--- config.mk ---
export PLATFORM = sky130hd
export DESIGN_NAME = display_scheduler
export DESIGN_NICKNAME = d
export VERILOG_FILES = /design/src/rtl/wb_display_pkg.sv /design/src/rtl/pixel_scale.sv /design/src/rtl/display_scheduler.sv
export SDC_FILE = /design/constraint.sdc
export NUM_CORES = 2
export LEC_CHECK = 0
export ABC_AREA = 1
export CAP_MARGIN = 0
export CORE_MARGIN = 3
export CORE_UTILIZATION = 30
export DETAILED_ROUTE_END_ITERATION = 6
export GPL_TIMING_DRIVEN = 1
export PLACE_DENSITY = 0.49
export SKIP_LAST_GASP = 1
export SLEW_MARGIN = 20
export SYNTH_ARGS = -nofsm -noshare
export SYNTH_HDL_FRONTEND = slang
export SYNTH_SLANG_ARGS = --single-unit
--- constraint.sdc ---
create_clock -name hwclk -period 8.6 [get_ports hwclk]
set_input_delay 2.15 -clock hwclk [delete_from_list [all_inputs] [get_ports hwclk]]
set_output_delay 2.15 -clock hwclk [all_outputs]
set_load 0.01 [all_outputs]
--- src/rtl/wb_display_pkg.sv ---
`default_nettype none
// ============================================================================
// Package     : wb_display_pkg
// Description : Shared types and constants for the wall-clock display
//               scheduler and its pixel datapath.
// Revision    : 1.0 - initial release
// ============================================================================
package wb_display_pkg;

    // Scheduler sequencing states
    typedef enum logic [2:0] {
        IDLE       = 3'd0,
        CAPTURE    = 3'd1,
        BUILD      = 3'd2,
        WAIT_READY = 3'd3,
        COMMIT     = 3'd4
    } state_e;

    localparam int PIXEL_W = 24;
    localparam int DIGIT_W = 4;

    localparam logic PAGE_HM = 1'b0;
    localparam logic PAGE_MS = 1'b1;

endpackage
`default_nettype wire

--- src/rtl/pixel_scale.sv ---
`default_nettype none
// ============================================================================
// Module      : pixel_scale
// Description : Combinational GRB colour scaler. Each 8-bit channel is
//               multiplied by an 8-bit scale and the top byte of the 16-bit
//               product is kept, so a scale of 0 is always dark.
// Revision    : 1.0 - initial release
// ============================================================================
module pixel_scale
    import wb_display_pkg::*;
(
    input  logic [PIXEL_W-1:0] color_i,
    input  logic [7:0]         scale_i,
    output logic [PIXEL_W-1:0] color_o
);

    for (genvar ch = 0; ch < 3; ch++) begin : g_chan
        assign color_o[8*ch +: 8] =
            8'((16'(color_i[8*ch +: 8]) * 16'(scale_i)) >> 8);
    end

endmodule
`default_nettype wire

--- src/rtl/display_scheduler.sv ---
`default_nettype none
// ============================================================================
// Module      : display_scheduler
// Description : Once per 1 Hz tick, captures the BCD time, picks the HH:MM or
//               MM:SS page, renders one pixel per cycle into a shadow frame
//               and hands it to the WS2812 driver atomically while the driver
//               is between frames.
// Revision    : 1.0 - initial release
// ============================================================================
module display_scheduler
    import wb_display_pkg::*;
#(
    parameter int          NUM_LEDS    = 16,
    parameter int          SHOW_DIGITS = 4,
    parameter int          PAGE_TICKS  = 5,
    parameter logic [23:0] COLOR_HM    = 24'hFF_FF_FF,
    parameter logic [23:0] COLOR_MS    = 24'h00_FF_FF
)
(
    input  logic                        hwclk,
    input  logic                        reset,
    input  logic                        tick_1hz,
    input  logic [23:0]                 time_bcd,
    input  logic                        page_hold,
    input  logic [7:0]                  brightness,
    input  logic                        frame_ready,
    output logic [PIXEL_W*NUM_LEDS-1:0] packed_rgb_data,
    output logic                        frame_update,
    output logic                        page,
    output logic                        busy
);

    localparam int IDX_W    = (NUM_LEDS > 1) ? $clog2(NUM_LEDS) : 1;
    localparam int DIG_BITS = SHOW_DIGITS * DIGIT_W;

    state_e                      state_q, state_d;
    logic                        pending_q;
    logic [7:0]                  count_q;
    logic                        page_q;
    logic [DIG_BITS-1:0]         digits_q;
    logic [PIXEL_W-1:0]          color_q;
    logic [7:0]                  bright_q;
    logic [IDX_W-1:0]            idx_q;
    logic [PIXEL_W*NUM_LEDS-1:0] shadow_q;
    logic [PIXEL_W*NUM_LEDS-1:0] packed_q;
    logic                        frame_update_q;

    logic                        w_start;
    logic                        w_capture;
    logic                        w_build;
    logic                        w_commit;
    logic                        w_page_next;
    logic [7:0]                  w_count_next;
    logic [DIG_BITS-1:0]         w_digits;
    logic [PIXEL_W-1:0]          w_color_sel;
    logic [PIXEL_W-1:0]          w_scaled;
    logic [PIXEL_W-1:0]          w_pixel;

    // State register
    always_ff @(posedge hwclk) begin
        if (reset) state_q <= IDLE;
        else       state_q <= state_d;
    end

    // Next-state logic: capture, build NUM_LEDS pixels, wait for the driver, commit
    always_comb begin
        state_d = state_q;
        case (state_q)
            IDLE:       if (tick_1hz || pending_q)              state_d = CAPTURE;
            CAPTURE:                                            state_d = BUILD;
            BUILD:      if (idx_q == IDX_W'(NUM_LEDS - 1))      state_d = WAIT_READY;
            WAIT_READY: if (frame_ready)                        state_d = COMMIT;
            COMMIT:                                             state_d = IDLE;
            default:                                            state_d = IDLE;
        endcase
    end

    // State-decoded strobes and status
    always_comb begin
        busy      = (state_q != IDLE);
        w_start   = (state_q == IDLE) && (tick_1hz || pending_q);
        w_capture = (state_q == CAPTURE);
        w_build   = (state_q == BUILD);
        w_commit  = (state_q == COMMIT);
    end

    // Paging decision and page-dependent digit/colour selection for the capture
    always_comb begin
        if (page_hold) begin
            w_page_next  = page_q;
            w_count_next = 8'd0;
        end else if (count_q == 8'(PAGE_TICKS - 1)) begin
            w_page_next  = ~page_q;
            w_count_next = 8'd0;
        end else begin
            w_page_next  = page_q;
            w_count_next = count_q + 8'd1;
        end
        w_digits    = (w_page_next == PAGE_HM) ? time_bcd[23 -: DIG_BITS]
                                               : time_bcd[DIG_BITS-1:0];
        w_color_sel = (w_page_next == PAGE_HM) ? COLOR_HM : COLOR_MS;
    end

    // Brightness is fixed for the whole frame, so one scaler serves every pixel
    pixel_scale u_pixel_scale (
        .color_i (color_q),
        .scale_i (bright_q),
        .color_o (w_scaled)
    );

    // Pixel k mirrors bit k of the captured digit word
    always_comb begin
        w_pixel = digits_q[idx_q] ? w_scaled : '0;
    end

    // Datapath: tick merging, capture, shadow build and atomic commit
    always_ff @(posedge hwclk) begin
        if (reset) begin
            pending_q      <= 1'b0;
            count_q        <= 8'd0;
            page_q         <= PAGE_HM;
            digits_q       <= '0;
            color_q        <= '0;
            bright_q       <= 8'd0;
            idx_q          <= '0;
            shadow_q       <= '0;
            packed_q       <= '0;
            frame_update_q <= 1'b0;
        end else begin
            if (w_start)
                pending_q <= 1'b0;
            else if (tick_1hz && (state_q != IDLE))
                pending_q <= 1'b1;

            if (w_capture) begin
                digits_q <= w_digits;
                color_q  <= w_color_sel;
                bright_q <= brightness;
                page_q   <= w_page_next;
                count_q  <= w_count_next;
                idx_q    <= '0;
            end

            if (w_build) begin
                shadow_q[idx_q*PIXEL_W +: PIXEL_W] <= w_pixel;
                idx_q                              <= idx_q + 1'b1;
            end

            frame_update_q <= w_commit;
            if (w_commit)
                packed_q <= shadow_q;
        end
    end

    assign packed_rgb_data = packed_q;
    assign frame_update    = frame_update_q;
    assign page            = page_q;

endmodule
`default_nettype wire

Yosys cells after proc, flatten, opt, wreduce, memory -nomap -nowiden
Cells that the tools add are included.

Output and inout port bits: 387. Word-level logic and storage cells: 55. Bits of input ports: 37. Register bits: 834.

Multipliers: 4. Add/subtract/negate cells: 3. Order comparisons: 1. Reductions and logical operators: 8. Equality and inequality tests: 9. Muxes and demuxes: 16. Bitwise operators: 1. Shift-type cells: 2.

Operators with widths (count): $bwmux W384 (1); $shift A24 B34 Y384 const A (1); $shiftx A24 B34 Y384 (1); $mul A8 B8 Y16 (3); $mux W24 (2); $neg A9 Y34 (1); $mux W16 (1); $mux W8 (2); $pmux W3 S4 (1); $mux W3 (3); $add A8 B1 Y8 const B (1); $eq A8 B3 Y1 const B (1); $mux W4 (2); $eq A3 B2 Y1 const B (2); $mul A4 B2 Y6 const B (1); $lt A4 B5 Y1 const B (1); $add A4 B1 Y4 const B (1); $bmux W1 S4 (1); $eq A4 B4 Y1 const B (1); $ne A2 B1 Y1 const B (2); $eq A3 B1 Y1 const B (1); $eq A3 B3 Y1 const B (1); $logic_not A3 Y1 (1); $mux W1 (3); other kinds (8) (9).

Longest topological paths before layout
Depth in word-level cells: 5. Depth in mapped cells: 27. Depth with buffers taken out: 26.

Cells and area by module
A second synthesis with hierarchy kept.

Cells, all modules: 5145. Area, all modules: 37918.9 sq um.

By module, submodules not included: display_scheduler (cells each 4140, seq. area each 16255.6 sq um, area each 31307.5 sq um, times used 1); pixel_scale (cells each 1005, seq. area each 0.0 sq um, area each 6611.3 sq um, times used 1).

Worst setup path after synthesis
No wires, ideal clock.

Path type: register to register. Start: register color_q[22]. End: register shadow_q[41]. Library setup time: 0.070 ns. Data required time: 8.530 ns. Path slack: 3.818 ns. Data arrival time: 4.712 ns. Stages on the path, launching flop included: 23. Cell sequence: dfxtp_1 -> clkbuf_1 -> nand2_1 -> inv_1 -> fa_1 -> inv_1 -> fa_1 -> inv_1 -> fa_1 -> fa_1 -> ha_1 -> nand2_1 -> inv_1 -> a21oi_1 -> nand2_1 -> xnor2_1 -> nor2_2 -> nand3_1 -> o21ai_1 -> nand2_1 -> o21ai_2 -> nand2_1 -> a21oi_1.

Word-level cells in the longest chain between the ends: 4.

RTL lines: start: declaration (RTL line display_scheduler.sv:41) `logic [PIXEL_W-1:0] color_q;`; start signal: assignment (RTL line display_scheduler.sv:137) `color_q <= w_color_sel;`; $mul A8 B8 Y16 (RTL line pixel_scale.sv:19) `8'((16'(color_i[8*ch +: 8]) * 16'(scale_i)) >> 8);`; $mux W24 (RTL line display_scheduler.sv:113) `w_pixel = digits_q[idx_q] ? w_scaled : '0;`; $shiftx A24 B34 Y384 (RTL line display_scheduler.sv:145) `shadow_q[idx_q*PIXEL_W +: PIXEL_W] <= w_pixel;`; $bwmux W384 (RTL line display_scheduler.sv:145); end signal: indexed assignment (RTL line display_scheduler.sv:145); end: declaration (RTL line display_scheduler.sv:44) `logic [PIXEL_W*NUM_LEDS-1:0] shadow_q;`.

Every way passes these cells. A chain may end at the register's enable or synchronous reset.

Worst setup path in the final report
Start: register color_q[22]. End: register shadow_q[200].

Same word-level chain as after synthesis.

==> out/qor.csv <==
stage,metric,value,unit
detailed_routing,drc,0,
run_status,status,"complete, no violations",
global_routing,grt.total_usage,0.223,
clock_network,cts-root-buf,clkbuf_16,
power_and_ir_drop,peakVddDrop,0.167,mV
global_routing,antenna_found_initial,2,
global_routing,grt_pass1_vias,30400,
logic_synthesis,synth_edf_count,0,
detailed_routing,wirelength,138000,um
global_routing,grt-ovfl-total,0,
clock_network,cts_hold_buffers,0,
power_and_ir_drop,power.leakage,18.9,nW
sta,finalCriticalPeriod,5.99,ns
place,dp_cells,6266,
clock_network,htree_levels,3,
critical_path,slowest_delay,1.05,ns
floorplan,start_util,0.303,
job,max_cap_viol_count,0,
place,gp_congestion,0.937,
global_routing,grt_pass1_wl,204000,um
cells_and_area,nNetsFinal,5012,
clock_network,clock_latency,0.70,ns
sta,tns,0,ns
floorplan,core_area,115000,um^2
logic_synthesis,netlist_instances,4575,
sta,finalClockSkew,0.0396,ns
critical_path,critical_path_peak_fanout,9,
floorplan,dieHeight,346,um
sta,layout_setup_ws,2.61,ns
logic_synthesis,syn_area,34700,um^2
detailed_routing,post_drt_wl_per_cell,21.5,um
floorplan,die_area,120000,um^2
detailed_routing,drtIter0Drc,2798,
clock_network,cts_setup_buffers,0,
sta,period_share,0.697,
worst_hold_path,hold_path_class,reg -> reg,
sta,fmax,167,MHz
sta,rsz0062_at_grt,no,
cells_and_area,stdcell_count,6437,
cells_and_area,syn2layout_area_growth,24.1,%
critical_path,crit_slowest_cell,o21ai_0,
logic_synthesis,ys_async_sr_fraction,0,
sta,slew_headroom,0.0985,
cells_and_area,n_fill_cell,12200,
sta,final-setup-viol-count,0,
sta,worst_slew_pin_slew,1.34,ns
detailed_routing,dr.pass1.iters,6,
logic_synthesis,yosys.area.top_type_share,0.469,
cells_and_area,drive_gt1_frac,0.0642,
clock_network,cts.path.max_buffers,3,
logic_synthesis,ys_types,56,
critical_path,crit_top_cell,nand2_1,
place,pre_cts_slack,2.72,ns
clock_network,clkTransAtPathRegs,0.06,ns
floorplan,die_w,346,um
logic_synthesis,yosysTopAreaCell,dfxtp_1,
power_and_ir_drop,powerDensity,247,nW/um^2
logic_synthesis,syn_area_per_cell,7.58,um^2
critical_path,cp.arrival,6.63,ns
detailed_routing,vias,31900,
place,place_hpwl,98000,um
floorplan,num_io_pins,424,
critical_path,end_kind,flip-flop,
place,port_buffers,423,
critical_path,crit_type,reg -> reg,
logic_synthesis,ys_warn_count,0,
clock_network,numCtsBuffers,93,
clock_network,cts-resized-gates,0,
detailed_routing,antenna_left,0,
logic_synthesis,netlist_top_cells_area,"dfxtp_1 47%, nor2_1 11%, o21ai_0 10%, nand2_1 5.5%, a21oi_1 5.3%",
floorplan,rows,124,
critical_path,start_kind,flip-flop,
sta,slew_viol_final,0,
logic_synthesis,synth_ff_type,dfxtp_1,
detailed_routing,vias_per_cell,4.96,
logic_synthesis,synth_seq_cells,812,
critical_path,cp_cell_sequence,nand2_1 > inv_1 > fa_1 > inv_1 > fa_1 > inv_1 > fa_1 > fa_1 > ha_1 > nand2_1 > inv_1 > nand2_1 > nand2_1 > xnor2_1 > nor2_1 > nand3_1 > nand2_1 > nand2_1 > o21ai_0 > nor2_1 > nor2_1,
logic_synthesis,ys_seq_area_frac,0.469,
critical_path,required,9.24,ns
sta,final-hold-violation-count,0,
clock_network,cts.sinks,812,
logic_synthesis,syn-num-nets,4737,
clock_network,tritoncts,built,
global_routing,grt_max_degree,279,
-- per-stage QoR --
step,instance area (um^2),power (W),hold WS (ns),utilization
final,43000,0.0106,0.454,0.376
after global routing,43000,0.0111,0.470,0.376
after CTS,43000,0.0107,0.455,0.376
after detailed placement,39900,0.00660,0.445,0.348
after global placement,39900,0.00661,0.444,0.348
after floorplan,34700,0.00566,0.420,-
-- placed cells by master, fill, tap and decap left out, types with 9 or more instances in the layout --
cell               n
nor2_1           975
dfxtp_1          812
o21ai_0          689
nand2_1          510
clkdlybuf4s50_1  422
a21oi_1          369
inv_1            343
nand3_1          177
clkbuf_16         95
ha_1              77
fa_1              47
nand4_1           46
nor2_2            28
inv_2             28
clkbuf_1          26
o21ai_1           25
nor2_4            18
buf_4             18
nand2_2           17
nor3_1            17
o21a_1            16
clkbuf_8          15
clkinv_2          15
nand2_4           11
o22ai_2            9
-- logic make-up (layout without fill, tap and decap cells) --
family / count (synthesis) / count (layout) / synth area share
AND/OR/NAND/NOR: 1822 / 1822 / 0.222
AO/OA/AOI/OAI: 1165 / 1165 / 0.177
buffers and inverters: 641 / 990 / 0.0745
other: 0 / 1 / 0
adder cells (fa/ha/maj): 125 / 125 / 0.0553
XOR/XNOR: 10 / 10 / 0.00253
flip-flops: 812 / 812 / 0.469
-- flip-flops by register name (all words and copies together) (netlist names) --
name,cells
packed_rgb_data,384
shadow_q,384
digits_q,16
bright_q,8
count_q,8
idx_q,4
state_q,3
color_q,2
frame_update,1
page,1
pending_q,1
-- cell usage after synthesis, types with 3 or more instances --
cell and count:
dfxtp_1 812, nor2_4 17, a21oi_2 3, nand2_2 17, clkbuf_1 200, o22ai_2 9
ha_1 78, nand2_1 510, o21ai_2 8, nor3_1 19, inv_1 345, nor4_1 3
buf_1 6, xor2_1 5, nand2_4 11, inv_2 28, a21oi_1 369, buf_4 19
o221ai_1 3, fa_1 47, o21a_1 16, o22ai_1 7, a31oi_1 3, o211ai_1 5
inv_4 3, buf_6 5, nand3_1 177, o31ai_1 4, nor2_2 29, o21ai_0 690
nor2_8 4, nand3_2 4, buf_2 34, nand4_1 46, xnor2_1 5, nor2_1 975
o21ai_1 24, a211oi_1 8, o21bai_1 3
-- where the power goes --
part           switching, W  leakage, nW  internal [W]  total (W)
combinational       0.00187         10.8      0.000630    0.00250
clock               0.00170         1.52       0.00236    0.00406
sequential         0.000123         6.55       0.00393    0.00406
-- path summary, 6_finish.rpt --
kind	slack, ns	from	depth (start not counted)	endpoint
worst min register to register	0.45	shadow_q[362]$_SDFFE_PP0P_	2	packed_rgb_data[362]$_SDFFE_PP0P_
worst max-delay path	2.61	color_q[22]$_SDFFE_PP0P_	21	shadow_q[200]$_SDFFE_PP0P_
worst max register to register	2.61	color_q[22]$_SDFFE_PP0P_	21	shadow_q[200]$_SDFFE_PP0P_
worst min-delay path	0.45	shadow_q[362]$_SDFFE_PP0P_	2	packed_rgb_data[362]$_SDFFE_PP0P_
-- layout make-up --
type,count,area (um^2),area share
antenna,1,2.50,0.0000582
timing repair buffer,445,4470,0.104
inverter,376,1430,0.0333
tap,1512,1890,0.0440
clock buffer,136,2680,0.0623
multi-input combinational,3122,15800,0.368
sequential,812,16300,0.378
clock inverter,33,452,0.0105
-- routing by layer --
metal  wire length, um  part of all wire  global-route usage  vias to the layer above
li1                  -                 -                   -                    15500
met1             64400              0.47               0.310                    15100
met2             60300              0.44               0.346                     1089
met3              9130             0.066              0.0440                      210
met4              4500             0.033              0.0721                        0
met5                 0                 0                   0                        -
-- worst max-delay path: cells and delay by family (launching register included) --
family                   cells  cell delay [ns]
AO/OA/AOI/OAI                1             1.05
XOR/XNOR                     1             0.17
adder cells (fa/ha/maj)      5             2.57
buffers and inverters        4             0.39
flip-flops                   1             0.38
AND/OR/NAND/NOR             10             1.39
Note: power is estimated with default switching activity, not from simulation.
